[src/rtl/cpu_pkg.sv]
// Shared CPU front-end definitions: fetch FSM states and PC constants.
package cpu_pkg;
  localparam int              XLEN            = 32;
  localparam logic [XLEN-1:0] PC_STEP         = 32'd4;
  localparam logic [XLEN-1:0] ADDR_ALIGN_MASK = 32'hFFFF_FFFC;

  typedef enum logic [1:0] {BOOT, RUN, REDIR, HALT} fetch_state_e;
endpackage

[src/rtl/pc_fetch_ctrl_sat_counter.sv]
// Saturating up-counter: increments on inc and holds at all-ones.
module sat_counter #(
  parameter int W = 16
) (
  input  logic         clk,
  input  logic         rst_n,
  input  logic         inc,
  output logic [W-1:0] q
);

  localparam logic [W-1:0] ONE = {{(W-1){1'b0}}, 1'b1};

  // Count up once per inc, sticking at the top value.
  always_ff @(posedge clk or negedge rst_n) begin
    if (!rst_n)                 q <= '0;
    else if (inc && (q != '1)) q <= q + ONE;
  end

endmodule

[src/rtl/pc_fetch_ctrl.sv]
// Program counter and fetch control at the head of the pipeline.
// Redirects on branch/jump (one-cycle bubble), holds on stall, and with
// BRANCH_ERR_TRAP_EN defined traps branch-to-self loops into a terminal HALT.
module pc_fetch_ctrl
  import cpu_pkg::*;
#(
  parameter logic [31:0] RESET_PC = 32'h0000_0000,
  parameter int          CNT_W    = 16
) (
  input  logic             clk,
  input  logic             rst_n,
  input  logic             stall_i,
  input  logic             branch_go,
  input  logic             branch_error,
  input  logic [31:0]      branch_target,
  input  logic             jump_go,
  input  logic [31:0]      jump_target,
  output logic [31:0]      imem_addr,
  output logic [31:0]      pc_plus4,
  output logic             if_valid,
  output logic             flush,
  output logic             halted,
  output logic [31:0]      trap_pc,
  output logic [CNT_W-1:0] redirect_cnt
);

  fetch_state_e state, st_nxt;
  logic [31:0]  pc, pc_nxt, tgt;
  logic         redirect, trap;

  // Next-PC mux and next-state; branch_error outranks branch_go outranks jump.
  always_comb begin
    pc_nxt   = pc;
    st_nxt   = state;
    redirect = 1'b0;
    trap     = 1'b0;
    tgt      = branch_target;
    unique case (state)
      BOOT: st_nxt = RUN;
      RUN: begin
        if (branch_error) begin
`ifdef BRANCH_ERR_TRAP_EN
          trap   = 1'b1;
          st_nxt = HALT;
`else
          redirect = 1'b1;
`endif
        end else if (branch_go) begin
          redirect = 1'b1;
        end else if (jump_go) begin
          redirect = 1'b1;
          tgt      = jump_target;
        end else if (!stall_i) begin
          pc_nxt = pc + PC_STEP;
        end
        if (redirect) begin
          pc_nxt = tgt & ADDR_ALIGN_MASK;
          st_nxt = REDIR;
        end
      end
      REDIR: begin
        pc_nxt = pc + PC_STEP;
        st_nxt = RUN;
      end
      default: ;
    endcase
  end

  // FSM state, PC and the registered status outputs.
  always_ff @(posedge clk or negedge rst_n) begin
    if (!rst_n) begin
      state    <= BOOT;
      pc       <= RESET_PC;
      if_valid <= 1'b0;
    end else begin
      state    <= st_nxt;
      pc       <= pc_nxt;
      if_valid <= (st_nxt == RUN);
    end
  end

`ifdef BRANCH_ERR_TRAP_EN
  logic [31:0] trap_pc_q;
  logic        halted_q;

  // Capture the looping target and raise halted on entry to HALT.
  always_ff @(posedge clk or negedge rst_n) begin
    if (!rst_n) begin
      trap_pc_q <= '0;
      halted_q  <= 1'b0;
    end else begin
      if (trap) trap_pc_q <= branch_target;
      halted_q <= (st_nxt == HALT);
    end
  end

  assign trap_pc = trap_pc_q;
  assign halted  = halted_q;
`else
  assign trap_pc = '0;
  assign halted  = 1'b0;
`endif

  assign imem_addr = pc;
  assign pc_plus4  = pc + PC_STEP;
  assign flush     = redirect | trap;

  sat_counter #(.W(CNT_W)) u_redirect_cnt (
    .clk   (clk),
    .rst_n (rst_n),
    .inc   (redirect),
    .q     (redirect_cnt)
  );

endmodule

[config.mk]
export PLATFORM = sky130hd
export DESIGN_NAME = pc_fetch_ctrl
export DESIGN_NICKNAME = d
export VERILOG_FILES = /design/src/rtl/cpu_pkg.sv /design/src/rtl/pc_fetch_ctrl_sat_counter.sv /design/src/rtl/pc_fetch_ctrl.sv
export SDC_FILE = /design/constraint.sdc
export NUM_CORES = 1
export LEC_CHECK = 0
export ABC_AREA = 1
export CORE_MARGIN = 1.5
export CORE_UTILIZATION = 46
export CTS_CLUSTER_SIZE = 40
export DETAILED_ROUTE_END_ITERATION = 8
export PLACE_DENSITY = 0.91
export SYNTH_ARGS = -nofsm -noshare
export SYNTH_HDL_FRONTEND = slang
export SYNTH_SLANG_ARGS = --single-unit
[constraint.sdc]
create_clock -name clk -period 4.31 [get_ports clk]
set_clock_uncertainty 0.15 [all_clocks]
set_input_delay 1.293 -clock clk [delete_from_list [all_inputs] [get_ports clk]]
set_output_delay 1.293 -clock clk [all_outputs]
set_load 0.01 [all_outputs]
Word-level counts from Yosys, hierarchy flattened
Cells that the tools add are included.

Word-level logic and storage cells: 35. Input bits: 70. RAM bits: 0. Bits in latches: 0. Output and inout bits: 115. Memories: 0. ROM bits: 0. Bits in registers: 51.

$add $sub $neg: 2. Shift operators: 0. Muxes and demuxes: 16. Divide/modulo/power cells: 0. Reduce and logical (&&, ||, !) cells: 5. Multipliers: 0. Equality and inequality tests: 8. $lt $le $gt $ge: 0. Bitwise gates (word level): 0.

Operators with widths (count): 2-to-1 mux 32 bit (8); case mux 32 bit (2 select lines) (1); adder 32 x 3 -> 32 bit, second input constant (1); adder 16 x 1 -> 16 bit, second input constant (1); inequality test 16 bit, second input constant (1); inequality test 3 bit, second input constant (4); 2-to-1 mux 1 bit (5); AND reduction 5 bit (1); equality test 2 x 1 -> 1 bit, second input constant (2); case mux 2 bit (2 select lines) (1); equality test 2 bit, second input constant (1); logical NOT 2 bit (1); 2-to-1 mux 2 bit (1); nonzero test 2 bit (1); OR reduction 2 bit (1); logical AND 1 bit (1).

Logic depth before layout (Yosys ltp)
Gate-level depths: netlist of the first run.

Depth in word-level cells: 7. Mapped depth: 10. Mapped depth without buffers: 10.

Hierarchy
A second synthesis of the first run with hierarchy kept.

Cell total of the unflattened synthesis: 681. Area, all modules: 4270.3 sq um.

By module, submodules not included: pc_fetch_ctrl (area an instance 3211.8 sq um, cells each 532, times used 1, sequential area each 825.8 sq um); sat_counter (area an instance 1058.5 sq um, cells each 149, times used 1, sequential area each 400.4 sq um).

Least setup slack after synthesis of the first run
OpenSTA, ideal clock, no wires.

Path kind: input-to-output. Start: input port branch_error. End: output port flush. Data required time: 2.867 ns. Buffers on the path: 0. Slack: 1.178 ns. Data arrival time: 1.689 ns. Stages: 4. Cells stage by stage: nor2_2 -> nand2_1 -> inv_1 -> nor2_1.

Cells in the longest elaborated chain, start to end: 3.

Ends and longest elaborated chain: start, declared (line pc_fetch_ctrl.sv:14) `input logic branch_error,`; 2-to-1 mux 1 bit (line pc_fetch_ctrl.sv:41) `if (branch_error) begin`; 2-to-1 mux 1 bit (2 in series) (line pc_fetch_ctrl.sv:38) `unique case (state)`; end, declared (line pc_fetch_ctrl.sv:21) `output logic flush,`.

No other way between the ends. The select of a mux whose other input is x is not followed.

Final worst setup path of the first run
Start: input port branch_go. End: output port flush.

Cells in the longest elaborated chain, start to end: 4.

Ends and longest elaborated chain: start, declared (line pc_fetch_ctrl.sv:13) `input logic branch_go,`; 2-to-1 mux 1 bit (line pc_fetch_ctrl.sv:48) `end else if (branch_go) begin`; 2-to-1 mux 1 bit (line pc_fetch_ctrl.sv:41); 2-to-1 mux 1 bit (2 in series) (line pc_fetch_ctrl.sv:38).

No other way between the ends. The select of a mux whose other input is x is not followed.

==> run summary, run 1 <==
STATUS
------------------------------------------------------------------------------------------
Status                                                                        complete, no violations

STA
------------------------------------------------------------------------------------------
Hold Vio Cnt, Final                                                                      0
Time the final worst path needs with I/O delays and setup                          4080 ps
RSZ-0062 raised after global routing                                                 false
Max Slew Vio Count                                                                       0
Normalized max-slew margin                                                           40.7%
Min setup slack post-route                                                          233 ps
Setup TNS after final layout                                                          0 ps
Pin slew with the least headroom to its limit                                       890 ps
Final Cycle Share                                                                    94.6%
Maximum clock frequency                                                            245 MHz
Final number of setup-violating endpoints                                                0

SETUP PATH
------------------------------------------------------------------------------------------
Cell breakdown of the critical path                                           clkdlybuf4s50_1, nor2_2, nand2_1, inv_1, nor2_1, clkdlybuf4s50_1
Capture point of the worst reg-to-reg path                                    imem_addr[2]$_DFFE_PN0P_
Worst Path Max Fanout                                                                    3
Cell with the largest stage delay on the worst path                           sky130_fd_sc_hd__clkdlybuf4s50_1
Crit path top cell by count                                                   sky130_fd_sc_hd__clkdlybuf4s50_1
Flop2flop setup slack                                                              2210 ps
Launch point of the worst reg-to-reg path                                     state[1]$_DFF_PN0_
Path length in cells of the critical path                                                6
Longest individual stage delay on the worst path                                    560 ps
Family with the most delay on the worst path                                  buffers and inverters
Source of the critical timing path                                               branch_go
Worst Path Class, Setup                                                          in -> out
Setup crit end kind                                                             output pin
Depth of the worst register-to-register path                                             8
Worst path required time                                                           2870 ps
Buf+Inv Stages, Crit Path                                                                3
Data arrival time at the worst-slack endpoint                                      2630 ps
Startpoint type of the worst setup path                                       primary input
Capturing instance or port of the critical path                                      flush

POWER
------------------------------------------------------------------------------------------
Total power divided by cell area                                               165 nW/um^2
IR Drop Worst-Case VDD                                                            0.174 mV
Lkg Pwr                                                                            2.65 nW

PLACED DESIGN
------------------------------------------------------------------------------------------
Worst setup slack before clock tree synthesis                                       239 ps
HPWL after detailed placement                                                      9110 um
Global placement routability congestion                                              0.901
Dpl cells                                                                              889
Dpl cell area                                                                    5510 um^2
Number of buffer cells added on primary ports                                          143

DIE
------------------------------------------------------------------------------------------
Total I/O pin count                                                                    185
Floorplan die area                                                               9570 um^2
Initial standard-cell utilization of the core                                        47.4%
Number of standard-cell rows in the floorplan                                           34
Vert. Die Dim                                                                      97.8 um
Floorplan die width                                                                97.8 um
Core box area                                                                    8720 um^2

FINAL LAYOUT
------------------------------------------------------------------------------------------
Final-stage net count                                                                  864
Highest-count cells in the layout ignoring fill and taps                      sky130_fd_sc_hd__nand2_1, sky130_fd_sc_hd__clkdlybuf4s50_1, sky130_fd_sc_hd__nor2_1, sky130_fd_sc_hd__inv_1, sky130_fd_sc_hd__nand3_1
Commonest non-fill, non-tap cell in the layout                                sky130_fd_sc_hd__nand2_1
Ratio of cells with drive above 1 in the final layout                                5.70%
Design area                                                                      5630 um^2
Area grow syn2layout                                                                 36.0%
Count of inserted antenna diode cells                                                    0
Count of non-filler cells in the finished layout                                       897

MIN PATH
------------------------------------------------------------------------------------------
Class of the worst hold path                                                    reg -> reg

CTS
------------------------------------------------------------------------------------------
Maximum number of buffers from clock root to sink                                        2
Hold-fix buffers at CTS                                                                  0
Number of buffers inserted by post-CTS setup repair                                      0
CTS buffer count                                                                         5
CTS tree                                                                             built
Clk sink count                                                                          49
Count of cells resized by post-cts repair                                                0
Clock insertion delay at the later pin of the skew report                           310 ps
Clock edge transition at the registers on the reported setup and hold paths          90 ps
H-tree depth reported by CTS                                                             2
CTS Root Cell                                                                 sky130_fd_sc_hd__clkbuf_8

GRT
------------------------------------------------------------------------------------------
Wire length of the first global-routing pass                                      19200 um
Via count of the first global-routing pass                                            4090
Initial antenna violation count                                                          0
Total global routing track utilization                                               24.1%
Congestion Overflow GR                                                                   0
Largest net degree at the start of global routing                                       40

ROUTE
------------------------------------------------------------------------------------------
Drc violations                                                                           0
Number of optimization iterations in the first detailed-route pass                       5
Total wire length after detailed routing                                          11500 um
Via/cell ratio                                                                        5.01
Metal2 WL                                                                          5830 um
Metal-1 WL                                                                         4940 um
Uppermost metal layer occupied by signal nets                                         met4
Avg WL per Cell                                                                    12.9 um
Detailed router's first-iteration violation count                                      169
Final antenna-violating net count                                                        0
Vias post-DR                                                                          4493
Routed wire length on met3                                                          579 um

LOGIC SYNTHESIS
------------------------------------------------------------------------------------------
Synthesized instance count                                                             651
Proportion of netlist area held by the largest area contributor                      29.6%
Number of distinct library cells after synthesis                                        33
Number of flip-flops and latches in the synthesized netlist                             49
Post-synthesis cell type with the largest combined area                       sky130_fd_sc_hd__dfrtp_1
Total number of yosys warnings                                                           0
Main area contributors after synthesis                                        sky130_fd_sc_hd__dfrtp_1, sky130_fd_sc_hd__nand2_1, sky130_fd_sc_hd__buf_4
Synthesized area per cell                                                        6.35 um^2
Sequential-to-total area share from yosys stat                                       29.6%
Synth Cell Area                                                                  4140 um^2

RUN
------------------------------------------------------------------------------------------
Max-capacitance violation count                                                          0

Yosys cell counts:
cell	number
sky130_fd_sc_hd__nand2_1	241
sky130_fd_sc_hd__nor2_1	61
sky130_fd_sc_hd__inv_1	59
sky130_fd_sc_hd__nand3_1	52
sky130_fd_sc_hd__dfrtp_1	49
sky130_fd_sc_hd__buf_4	42
sky130_fd_sc_hd__a21oi_1	39
sky130_fd_sc_hd__o21ai_0	25
sky130_fd_sc_hd__xor2_1	13
sky130_fd_sc_hd__buf_2	7
sky130_fd_sc_hd__nand2_2	7
sky130_fd_sc_hd__clkbuf_1	6
sky130_fd_sc_hd__ha_1	6
sky130_fd_sc_hd__nor2_2	6
sky130_fd_sc_hd__nand3b_1	5
sky130_fd_sc_hd__nor2_4	5
sky130_fd_sc_hd__o211ai_1	4
sky130_fd_sc_hd__o21ai_2	3
sky130_fd_sc_hd__xnor2_1	3
sky130_fd_sc_hd__a21oi_2	2
sky130_fd_sc_hd__and2_1	2
sky130_fd_sc_hd__nand2_4	2
sky130_fd_sc_hd__nor3_1	2
sky130_fd_sc_hd__a21boi_0	1
sky130_fd_sc_hd__buf_6	1
sky130_fd_sc_hd__clkinv_1	1
sky130_fd_sc_hd__conb_1	1
sky130_fd_sc_hd__inv_2	1
sky130_fd_sc_hd__nand3_2	1
sky130_fd_sc_hd__nand4_1	1
sky130_fd_sc_hd__nor2_8	1
sky130_fd_sc_hd__nor3_2	1
sky130_fd_sc_hd__nor3_4	1
worst min path at each step:
stage / start / endpoint / slack [ps] / depth (start not counted)
floorplan: u_redirect_cnt.q[12]$_DFFE_PN0P_ / u_redirect_cnt.q[12]$_DFFE_PN0P_ / 390 / 1
global placement: u_redirect_cnt.q[12]$_DFFE_PN0P_ / u_redirect_cnt.q[12]$_DFFE_PN0P_ / 360 / 1
detailed placement: u_redirect_cnt.q[12]$_DFFE_PN0P_ / u_redirect_cnt.q[12]$_DFFE_PN0P_ / 360 / 1
CTS: u_redirect_cnt.q[12]$_DFFE_PN0P_ / u_redirect_cnt.q[12]$_DFFE_PN0P_ / 380 / 1
global route: u_redirect_cnt.q[12]$_DFFE_PN0P_ / u_redirect_cnt.q[12]$_DFFE_PN0P_ / 400 / 1
finish: u_redirect_cnt.q[12]$_DFFE_PN0P_ / u_redirect_cnt.q[12]$_DFFE_PN0P_ / 380 / 1
worst reg2reg max path: stages (launching register included):
cell                       delay (ps)
sky130_fd_sc_hd__dfrtp_1          390
sky130_fd_sc_hd__inv_1             90
sky130_fd_sc_hd__ha_1             220
sky130_fd_sc_hd__nand3_1           90
sky130_fd_sc_hd__nand2_1           50
sky130_fd_sc_hd__buf_4            190
sky130_fd_sc_hd__inv_1            540
sky130_fd_sc_hd__o211ai_1         170
sky130_fd_sc_hd__o21ai_0          120
cell families after synthesis:
logic type,count (synthesis),synth area share (%)
adder cells (fa/ha/maj),6,1.81
XOR/XNOR,16,3.39
AO/OA/AOI/OAI,74,9.71
AND/OR/NAND/NOR,388,40.5
other,1,0.0907
flip-flops,49,29.6
buffers and inverters,117,14.8
state kept, by name, summed over array words and instances, names as in the netlist:
signal	cells
if_valid	1
imem_addr	30
state	2
u_redirect_cnt.q	16
routing by layer:
layer	track usage (%)	vias up
met5	0	-
met4	4.73	0
met2	42.9	153
met1	31.4	2086
li1	-	2238
met3	3.08	16
power breakdown:
group          leakage [nW]  switching, mW  internal (mW)
registers             0.617              0          0.459
logic                  1.98         0.0608         0.0666
clock network        0.0554          0.167          0.175
total                  2.65          0.227          0.701
metrics by stage:
step / power (mW) / utilization, % / hold WS (ps)
5_1_grt: 0.966 / 64.5 / 396
2_1_floorplan: 0.542 / - / 390
3_3_place_gp: 0.595 / 63.2 / 360
6_report: 0.928 / 64.5 / 381
4_1_cts: 0.935 / 64.5 / 383
3_5_place_dp: 0.596 / 63.2 / 365
cell type report:
cell class	count	area (um^2)
Fill cell	755	3100
Clock inverter	2	38.8
Tap cell	108	135
Sequential cell	49	1230
Timing Repair Buffer	150	1490
Clock buffer	6	72.6
Multi-Input combinational cell	521	2430
Inverter	61	229
(Power assumes the default switching activity.)
==> run 2: changes to the inputs <==
--- a/config.mk
+++ b/config.mk
@@ -8,6 +8,7 @@
 export ABC_AREA = 1
 export CORE_MARGIN = 1.5
 export CORE_UTILIZATION = 46
+export CTS_CLUSTER_DIAMETER = 50
 export CTS_CLUSTER_SIZE = 40
 export DETAILED_ROUTE_END_ITERATION = 8
 export PLACE_DENSITY = 0.91
==> results of run 2 <==
Same layout as run 1: the final DEF is identical, and so are final timing and power.
